### src/rtl/id_exe.sv
// ============================================================================
// Module  : id_exe
// Purpose : Decode-to-execute pipeline register with stall hold, bubble
//           insertion and load-hazard feedback. Optional perf counters are
//           built when ID_EXE_PERF_EN is defined.
// Revision: 1.0 - initial release
// ============================================================================
`default_nettype none

module id_exe #(
    parameter int ADDR_WIDTH     = 32,
    parameter int DATA_WIDTH     = 32,
    parameter int RADDR_WIDTH    = 5,
    parameter int CSR_ADDR_WIDTH = 12,
    parameter int CNT_WIDTH      = 32
) (
    input  logic                      clk_i,
    input  logic                      rst_i,
    input  logic [5:0]                stall_i,
    input  logic                      flush_i,
    input  logic [DATA_WIDTH-1:0]     inst_i,
    input  logic [ADDR_WIDTH-1:0]     inst_addr_i,
    input  logic [DATA_WIDTH-1:0]     op1_i,
    input  logic [DATA_WIDTH-1:0]     op2_i,
    input  logic                      reg_we_i,
    input  logic [RADDR_WIDTH-1:0]    reg_waddr_i,
    input  logic                      csr_we_i,
    input  logic [CSR_ADDR_WIDTH-1:0] csr_addr_i,
    output logic [DATA_WIDTH-1:0]     inst_o,
    output logic [ADDR_WIDTH-1:0]     inst_addr_o,
    output logic [DATA_WIDTH-1:0]     op1_o,
    output logic [DATA_WIDTH-1:0]     op2_o,
    output logic                      reg_we_o,
    output logic [RADDR_WIDTH-1:0]    reg_waddr_o,
    output logic                      csr_we_o,
    output logic [CSR_ADDR_WIDTH-1:0] csr_addr_o,
    output logic                      valid_o,
    output logic [RADDR_WIDTH-1:0]    exe_rd_o,
    output logic                      pre_inst_is_load_o,
    output logic [CNT_WIDTH-1:0]      bubble_cnt_o,
    output logic [CNT_WIDTH-1:0]      flush_cnt_o
);

    localparam logic [DATA_WIDTH-1:0] c_NOP         = DATA_WIDTH'(32'h0000_0013);
    localparam logic [6:0]            c_INST_TYPE_L = 7'b000_0011;

    logic [DATA_WIDTH-1:0]     r_inst;
    logic [ADDR_WIDTH-1:0]     r_inst_addr;
    logic [DATA_WIDTH-1:0]     r_op1;
    logic [DATA_WIDTH-1:0]     r_op2;
    logic                      r_reg_we;
    logic [RADDR_WIDTH-1:0]    r_reg_waddr;
    logic                      r_csr_we;
    logic [CSR_ADDR_WIDTH-1:0] r_csr_addr;
    logic                      r_valid;

    logic w_exe_stall;
    logic w_id_stall;
    logic w_insert_bubble;

    assign w_exe_stall     = stall_i[3];
    assign w_id_stall      = stall_i[2];
    assign w_insert_bubble = flush_i | w_id_stall;

    // Only the id/exe bits of the ctrl stall vector matter to this stage.
    logic w_unused_stall;
    assign w_unused_stall = ^{stall_i[5:4], stall_i[1:0]};

    always_ff @(posedge clk_i) begin
        if (rst_i || (!w_exe_stall && w_insert_bubble)) begin
            r_inst      <= c_NOP;
            r_inst_addr <= '0;
            r_op1       <= '0;
            r_op2       <= '0;
            r_reg_we    <= 1'b0;
            r_reg_waddr <= '0;
            r_csr_we    <= 1'b0;
            r_csr_addr  <= '0;
            r_valid     <= 1'b0;
        end else if (!w_exe_stall) begin
            r_inst      <= inst_i;
            r_inst_addr <= inst_addr_i;
            r_op1       <= op1_i;
            r_op2       <= op2_i;
            r_reg_we    <= reg_we_i;
            r_reg_waddr <= reg_waddr_i;
            r_csr_we    <= csr_we_i;
            r_csr_addr  <= csr_addr_i;
            r_valid     <= (inst_i != c_NOP);
        end
    end

    assign inst_o      = r_inst;
    assign inst_addr_o = r_inst_addr;
    assign op1_o       = r_op1;
    assign op2_o       = r_op2;
    assign reg_we_o    = r_reg_we;
    assign reg_waddr_o = r_reg_waddr;
    assign csr_we_o    = r_csr_we;
    assign csr_addr_o  = r_csr_addr;
    assign valid_o     = r_valid;

    // Hazard feedback to id is derived purely from the registered slot.
    assign exe_rd_o           = r_reg_we ? r_reg_waddr : '0;
    assign pre_inst_is_load_o = r_valid && (r_inst[6:0] == c_INST_TYPE_L);

`ifdef ID_EXE_PERF_EN
    logic [CNT_WIDTH-1:0] r_bubble_cnt;
    logic [CNT_WIDTH-1:0] r_flush_cnt;

    // Flush outranks the decode stall, so an edge counts in at most one counter.
    always_ff @(posedge clk_i) begin
        if (rst_i) begin
            r_bubble_cnt <= '0;
            r_flush_cnt  <= '0;
        end else if (!w_exe_stall) begin
            if (flush_i) begin
                if (r_flush_cnt != '1) r_flush_cnt <= r_flush_cnt + CNT_WIDTH'(1);
            end else if (w_id_stall) begin
                if (r_bubble_cnt != '1) r_bubble_cnt <= r_bubble_cnt + CNT_WIDTH'(1);
            end
        end
    end

    assign bubble_cnt_o = r_bubble_cnt;
    assign flush_cnt_o  = r_flush_cnt;
`else
    assign bubble_cnt_o = '0;
    assign flush_cnt_o  = '0;
`endif

endmodule

`default_nettype wire
### config.mk
export PLATFORM = sky130hd
export DESIGN_NAME = id_exe
export DESIGN_NICKNAME = d
export VERILOG_FILES = /design/src/rtl/id_exe.sv
export SDC_FILE = /design/constraint.sdc
export NUM_CORES = 1
export LEC_CHECK = 0
export CELL_PAD_IN_SITES_DETAIL_PLACEMENT = 1
export CELL_PAD_IN_SITES_GLOBAL_PLACEMENT = 2
export CORE_MARGIN = 2
export CORE_UTILIZATION = 18
export CTS_CLUSTER_SIZE = 24
export DETAILED_ROUTE_END_ITERATION = 10
export HOLD_SLACK_MARGIN = 0.05
export PLACE_DENSITY = 0.71
export SYNTH_ARGS = -nofsm -noshare
export SYNTH_HDL_FRONTEND = slang
export SYNTH_SLANG_ARGS = --single-unit
export TNS_END_PERCENT = 10
### constraint.sdc
create_clock -name clk_i -period 1.27 [get_ports clk_i]
set_input_delay 0.381 -clock clk_i [delete_from_list [all_inputs] [get_ports clk_i]]
set_output_delay 0.381 -clock clk_i [all_outputs]
set_load 0.02 [all_outputs]
==> reports/results.ini, run 1 <==
[clock_tree]
cts_tree=done
htree_levels=4
cts_hold_buf=0
clock_latency_ns=0.42
clock_sinks=148
clk_pin_slew_ns=0.07
root_buffer=clkbuf_16
clock_path_buffers=2
cts_buffers=17

[global_route]
grt_pass1_wl_um=28900
grt_pass1_vias=5128
antenna_found_initial=0
groute.usage.overall_pct=11.1
grt_max_degree=66
grt_overflow=0

[yosys]
synth-edff-count=0
yosys_warnings=0
ys.flop_type=dfxtp_1
syn_area_um2=5920
synthAdderAreaFrac_pct=0
syn_avg_cell_area_um2=10.5
synth_top_family_by_area=multiplexers
async_reset_ff_share_pct=0
syn_inst=566
synth_cell_type_count=22
synth_mux_area_share_pct=24.4
synth_compound_gate_area_share_pct=0.846
yosysSeqAreaShare_pct=50.1
synth-simple-area-share_pct=11.8
synth_seq_cells=148
synthXorXnorAreaFrac_pct=0

[setup_path]
worstSetupPathType=reg -> out
cp_max_fo=2
r2r-end=reg_we_o
path_cells=or4_4 > nor2_4 > buf_6
r2r-start=reg_we_o
worstRegToRegCells=4
rrSetupSlack_ns=0.41
worstSetupEndpointType=primary output
required_ns=0.89
slowest_delay_ns=0.54
cp.arrival_ns=1.50
worstSetupStartpointType=register
slowest_stage=or4_4

[drt]
met2_length_um=10000
vias_per_cell=3.66
via_count=5072
drt-wirelength-per-cell_um=15.0
drtIter0Drc=93
drc=0
dr.pass1.iters=4
wl_met1_um=8630
ant_nets=0
wl_met3_um=1950
top_layer_used=met4
drt_wl_total_um=20800

[floorplanning]
start_util_pct=18.2
die_h_um=185
dieArea_um2=34300
die_w_um=185
rows=66
pin_count=374
fp.coreArea_um2=32500

[hold_path]
hold_path.class=in -> reg
min_to=inst_o[27]
hold_path.startpoint=inst_i[27]
min_path_cells=3

[power_and_ir_drop]
p_clk_share_pct=40.1
swShare_pct=28.3
power.internal_mw=8.84
p_switching_mw=3.49
irDropWorstVdd_uv=805
power_density_nw_per_um2=1130
p_comb_share_pct=19.1
seqPwrFrac_pct=40.8
leakage_nw=4.94

[placed_design]
portBuffers=305
pre_cts_ws_ns=-0.654
gp_congestion=0.745
dp_hpwl_um=15100

[run]
cap_viol_max_count=0

[final_layout]
final_common_cell=buf_6
areaGrowthSynthToFinish_pct=84.2
nets=1088
antenna_cells=0
final_cell_mix=buf_6 (168), dfxtp_2 (146), clkdlybuf4s50_1 (146)
drive_above_1_share_pct=45.2

[timing]
fin_skew_ns=0
timing_hold_violations_final=0
finalMaxSlewViolations=0
min_period_ns=1.88
fmax_mhz=531
fin_ws_ns=-0.612
timing.final.crit_share_pct=148
grt_setup_unrepaired=yes
setup_violations=148
finalSetupTns_ns=-16.19

[outcome]
violations=negative setup slack
status=complete, but fails checks

[metrics by stage]
stage	cells	power (mW)	instance area, um^2	hold slack, ns	util (%)
finish	1387	12.3	10900	0.285	33.6
floorplan	629	6.22	6170	0.525	-
global route	1387	13.0	10900	0.284	33.6
global placement	1343	7.27	9670	0.473	29.8
detailed placement	1343	7.29	9670	0.485	29.8
CTS	1377	12.5	10600	0.359	32.7
[per-layer routing]
metal  track usage [%]  vias up
met3              4.70        9
met1              12.4     2366
li1                  -     2471
met4              3.43        0
met5                 0        -
met2              18.9      226
[cell type report]
cell class,count,area (um^2)
Multi-Input combinational cell,383,2500
Inverter,1,3.75
Sequential cell,148,3150
Timing Repair Buffer,381,4120
Clock buffer,19,453
Clock inverter,13,113
Fill cell,3630,21600
Tap cell,442,553
[logic make-up (layout without fill, tap and decap cells)]
logic type      after synthesis  in the layout
flops                       148            148
compound gates                6              6
mux                         144            144
simple gates                169            169
buf+inv                      98            414
other cells                   1             64
[timing repair]
| item | in CTS | in global routing |
|---|---|---|
| pin swaps | 0 | 6 |
| setup buffers | 2 | 9 |
| endpoints found under the setup margin | 206 | 292 |
| resized for setup | 994 | 93 |
| gates cloned | 0 | 3 |
[Yosys cell counts (2+ instances only)]
master / instances / area share [%]
nand4_1: 2 / 0.21
dfxtp_1: 148 / 50
a211o_1: 3 / 0.44
buf_6: 13 / 2.5
nor4_1: 5 / 0.53
nor2b_1: 4 / 0.42
mux2i_1: 144 / 24
and2_1: 5 / 0.53
buf_2: 8 / 0.68
buf_4: 76 / 9.6
nor2_1: 147 / 9.3
[sequential cells by signal (all words and copies together) (netlist names)]
name         flops
inst_addr_o     32
inst_o          32
op1_o           32
op2_o           32
csr_addr_o      12
reg_waddr_o      5
csr_we_o         1
reg_we_o         1
valid_o          1
[worst max-delay path by stage]
stage          slack, ns            endpoint  cells past startpoint  startpoint
3_3_place_gp       -0.65  pre_inst_is_load_o                      3   inst_o[3]
6_report           -0.61  pre_inst_is_load_o                      3   inst_o[3]
3_5_place_dp       -0.65  pre_inst_is_load_o                      3   inst_o[3]
5_1_grt            -0.68  pre_inst_is_load_o                      3   inst_o[3]
2_1_floorplan      -0.15  pre_inst_is_load_o                      2   inst_o[3]
4_1_cts            -0.65  pre_inst_is_load_o                      3   inst_o[3]
[power by group through the flow]
stage	Combinational, mW	Sequential (mW)	Clock [mW]
6_report	2.36	5.03	4.95
4_1_cts	2.29	5.03	5.20
3_5_place_dp	2.23	5.06	0
3_3_place_gp	2.21	5.05	0
2_1_floorplan	0.922	5.30	0
5_1_grt	2.52	5.06	5.42
[critical path, delay by kind of cell (launching register included)]
family | cells | cell delay (ns)
flops | 1 | 0.33
simple gates | 2 | 0.64
buf+inv | 1 | 0.12
(Power assumes the default switching activity.)
==> inputs of run 2 (changes only) <==
--- a/config.mk
+++ b/config.mk
@@ -13,6 +13,7 @@
 export DETAILED_ROUTE_END_ITERATION = 10
 export HOLD_SLACK_MARGIN = 0.05
 export PLACE_DENSITY = 0.71
+export SKIP_LAST_GASP = 1
 export SYNTH_ARGS = -nofsm -noshare
 export SYNTH_HDL_FRONTEND = slang
 export SYNTH_SLANG_ARGS = --single-unit
==> run 2 against run 1 <==
The flow still finishes with violations (negative setup slack); sequential cell count unchanged; sequential power decreased by 1%; total power decreased by 1.5%; combinational power decreased by 6%; worst hold slack improved by 0.095 ns; routed wire length decreased by 4.5%; sequential share of layout area increased by 0.18 points; die area unchanged; critical path depth unchanged; critical path type unchanged; critical endpoint unchanged.
==> reports/results.ini, run 2 (synthesis results as in run 1) <==
[clock_tree]
htree_levels=4
clock_latency_ns=0.42
root_buffer=clkbuf_16
clock_sinks=148
cts_tree=done
cts_buffers=17
cts_hold_buf=0
clock_path_buffers=2
clk_pin_slew_ns=0.07

[outcome]
status=complete, but fails checks
violations=negative setup slack

[setup_path]
path_buf_inv=1
cp.arrival_ns=1.50
required_ns=0.89
worstSetupStartpointType=register
path_cells=or4_4 > nor2_4 > buf_6
slowest_stage=or4_4
cp_max_fo=2
worstRegToRegCells=4
critical_path_depth=3
slowest_delay_ns=0.54
worstSetupEndpointType=primary output
crit_family=simple AND/OR/NAND/NOR gates
worstSetupPathType=reg -> out

[timing]
fmax_mhz=533
setup_violations=186
timing.final.crit_share_pct=148
fin_skew_ns=0
finalMaxSlewViolations=0
min_period_ns=1.88
timing_hold_violations_final=0
finalSetupTns_ns=-53.05
fin_ws_ns=-0.607
grt_setup_unrepaired=yes

[power_and_ir_drop]
power_density_nw_per_um2=1170
power_mw=12.2
irDropWorstVdd_uv=805
leakage_nw=4.49

[floorplanning]
start_util_pct=18.2
dieArea_um2=34300
pin_count=374
die_h_um=185
rows=66
die_w_um=185
fp.coreArea_um2=32500

[drt]
dr.pass1.iters=4
vias_per_cell=3.62
drt_wl_total_um=19800
drt-wirelength-per-cell_um=14.4
drc=0
via_count=4995
drtIter0Drc=91
ant_nets=0

[placed_design]
dp.cells=1343
gp_congestion=0.745
dp_hpwl_um=15100
portBuffers=305

[global_route]
antenna_found_initial=0
groute.usage.overall_pct=11.0
grt_pass1_wl_um=28900
grt_pass1_vias=5081
grt_overflow=0
grt_max_degree=66

[final_layout]
areaGrowthSynthToFinish_pct=75.4
final_cell_mix=clkdlybuf4s50_1 (254), nor2_1 (146), mux2i_1 (144)
antenna_cells=0
final.fill_count=3696
stdcell_count=1379
drive_above_1_share_pct=21.2
final_common_cell=clkdlybuf4s50_1
nets=1080

[run]
cap_viol_max_count=0

[hold_path]
min_path_cells=4
hold_path.class=in -> reg

[run 2: cell types whose count changed in the layout (fill, tap and decap cells not counted), sizes merged]
| cell | change |
|---|---|
| clkdlybuf4s50 | +108 |
| clkbuf | -3 |
| buf | -109 |
| dlymetal6s2s | -4 |
[run 2: routing by layer]
| metal | track usage [%] | wire length [um] |
|---|---|---|
| met5 | 0 | 0 |
| met4 | 3.43 | 189 |
| met3 | 4.68 | 2050 |
| met2 | 18.8 | 9440 |
| met1 | 12.5 | 8180 |
[run 2: what timing repair did]
action	4_1_cts	5_1_grt
endpoints found under the setup margin	206	292
resized for setup	136	177
setup buffers	2	2
[run 2: worst paths after layout]
kind,to,start,slack [ns]
worst max-delay path,pre_inst_is_load_o,inst_o[3],-0.61
worst min register to register,op2_o[6],op2_o[6],0.49
worst max register to register,csr_addr_o[4],csr_addr_o[4],0.43
worst min-delay path,valid_o,stall_i[3],0.38
[run 2: area by class of cell]
class / count / area, um^2 / area share [%]
timing repair buffer: 373 / 3780 / 36.4
sequential: 148 / 3020 / 29.1
multi-input combinational: 383 / 2450 / 23.6
tap: 442 / 553 / 5.33
clock buffer: 19 / 453 / 4.36
clock inverter: 13 / 113 / 1.08
inverter: 1 / 3.75 / 0.0362
[run 2: worst min-delay path, stage by stage]
cell	delay, ns
clkbuf_8	0.14
nor4_2	0.06
nand4_1	0.06
o31a_1	0.12
[run 2: where the power goes]
| part | switching (mW) | internal (mW) | total (mW) |
|---|---|---|---|
| logic | 1.03 | 1.20 | 2.23 |
| clock network | 2.28 | 2.67 | 4.95 |
| registers | 0.117 | 4.85 | 4.97 |
| total | 3.42 | 8.73 | 12.2 |
[run 2: stage by stage]
step / cell area [um^2] / setup slack (ns) / util (%) / hold WS (ns)
6_report: 10400 / -0.607 / 32.0 / 0.380
5_1_grt: 10400 / -0.676 / 32.0 / 0.388
4_1_cts: 10300 / -0.645 / 31.7 / 0.359
3_5_place_dp: 9670 / -0.654 / 29.8 / 0.485
3_3_place_gp: 9670 / -0.649 / 29.8 / 0.473
2_1_floorplan: 6170 / -0.148 / - / 0.525
==> inputs of run 3 (changes only) <==
--- a/config.mk
+++ b/config.mk
@@ -13,6 +13,7 @@
 export DETAILED_ROUTE_END_ITERATION = 10
 export HOLD_SLACK_MARGIN = 0.05
 export PLACE_DENSITY = 0.71
+export REMOVE_ABC_BUFFERS = 1
 export SKIP_LAST_GASP = 1
 export SYNTH_ARGS = -nofsm -noshare
 export SYNTH_HDL_FRONTEND = slang
==> run 3 against run 2 <==
The flow still finishes with violations (negative setup slack); largest cell class unchanged; clock skew is the same; sequential share of layout area grew 0.35 points; cell count shrank 1.2%.
==> reports/results.ini, run 3 (synthesis results as in run 1) <==
[final_layout]
final_common_cell=clkdlybuf4s50_1
areaGrowthSynthToFinish_pct=73.6
stdcell_count=1362
drive_above_1_share_pct=21.4
antenna_cells=0
final_cell_mix=clkdlybuf4s50_1 (243), nor2_1 (146), mux2i_1 (144)
final_area_um2=10300
nets=1064

[timing]
finalMaxSlewViolations=0
fin_ws_ns=-0.631
finalSetupTns_ns=-56.41
timing_hold_violations_final=0
timing.final.crit_share_pct=150
grt_setup_unrepaired=yes
setup_violations=253
fmax_mhz=526
fin_skew_ns=0
min_period_ns=1.90

[drt]
drc=0
ant_nets=0
drt_wl_total_um=19800
drtIter0Drc=108
drt-wirelength-per-cell_um=14.5
via_count=4984
vias_per_cell=3.66
dr.pass1.iters=4

[power_and_ir_drop]
p_switching_mw=3.31
p_comb_share_pct=17.0
p_clk_share_pct=43.9
power_density_nw_per_um2=1240
irDropWorstVdd_uv=784
power.internal_mw=9.40
power_mw=12.7
leakage_nw=4.45
seqPwrFrac_pct=39.1
swShare_pct=26.1

[floorplanning]
fp.coreArea_um2=32500
start_util_pct=18.2
rows=66
dieArea_um2=34300
die_w_um=185
die_h_um=185
pin_count=374

[hold_path]
hold_path.class=in -> reg
min_path_cells=4

[setup_path]
worstSetupEndpointType=primary output
cp_max_fo=2
critical_path_depth=3
required_ns=0.89
crit_family=simple AND/OR/NAND/NOR gates
path_cells=or4_4 > nor2_4 > buf_6
worstSetupStartpointType=register
cp.arrival_ns=1.52
path_buf_inv=1
slowest_stage=or4_4
worstRegToRegCells=4
slowest_delay_ns=0.54
worstSetupPathType=reg -> out

[global_route]
grt_max_degree=37
grt_pass1_vias=5112
antenna_found_initial=0
grt_overflow=0
grt_pass1_wl_um=29100
groute.usage.overall_pct=11.2

[outcome]
status=complete, but fails checks
violations=negative setup slack

[placed_design]
pre_cts_ws_ns=-0.830
gp_congestion=0.700
dp.cells=1329
placed_area_um2=9480
dp_hpwl_um=14900
portBuffers=305

[clock_tree]
cts_tree=done
root_buffer=clkbuf_16
cts_buffers=17
clock_path_buffers=2
cts_hold_buf=0
clock_latency_ns=0.42
clock_sinks=148
htree_levels=4
clk_pin_slew_ns=0.06

[run]
cap_viol_max_count=0

run 3: cell count changes in the layout (fill, tap and decap cells not counted), moves of 3 or more:
cell	change
dfxtp_2	+6
inv_8	-3
buf_4	-5
bufinv_16	+4
inv_6	-3
buf_6	+7
buf_12	-5
clkdlybuf4s50_1	-11
dfxtp_1	-5
run 3: worst paths after layout:
kind / start / to / slack [ns]
max: inst_o[3] / pre_inst_is_load_o / -0.63
min: stall_i[3] / inst_o[30] / 0.45
max reg2reg: valid_o / valid_o / 0.40
min reg2reg: inst_addr_o[14] / inst_addr_o[14] / 0.49
run 3: timing repair:
item                                    4_1_cts  5_1_grt
setup buffers                                 0        2
pin swaps                                     2        2
endpoints found under the setup margin      286      296
resized for setup                           195      179
run 3: final cells by class:
class,count,area (um^2)
clock buffers,19,453
clock inverters,12,179
fillers,3639,22200
inverters,1,3.75
multi-input cells,383,2450
flip-flops and latches,148,3030
well taps,442,553
repair buffers,357,3600
run 3: metal layers:
metal | vias up | global-route usage (%) | share of wire, %
li1 | 2424 | - | -
met1 | 2358 | 12.5 | 40
met2 | 190 | 19.6 | 50
met3 | 12 | 4.64 | 8.6
met4 | 0 | 3.05 | 0.99
met5 | - | 0 | 0
run 3: through the flow:
stage	utilization [%]	hold WS [ns]
after global routing	31.6	0.463
after CTS	31.3	0.432
final	31.6	0.450
after detailed placement	29.2	0.485
after global placement	29.2	0.473
after floorplan	-	0.499
run 3: worst reg2reg max path: stages, from the launching register on:
cell and delay, ns:
dfxtp_2 0.32, buf_6 0.11, nand2b_1 0.13, o211a_1 0.12, o31a_1 0.09
run 3: power groups by stage:
stage / combinational [mW] / sequential (mW) / clock [mW]
after floorplan: 0.619 / 5.30 / 0
after global placement: 2.14 / 5.05 / 0
after detailed placement: 2.16 / 5.06 / 0
after CTS: 2.18 / 4.96 / 5.85
after global routing: 2.32 / 5.00 / 6.02
final: 2.16 / 4.98 / 5.58
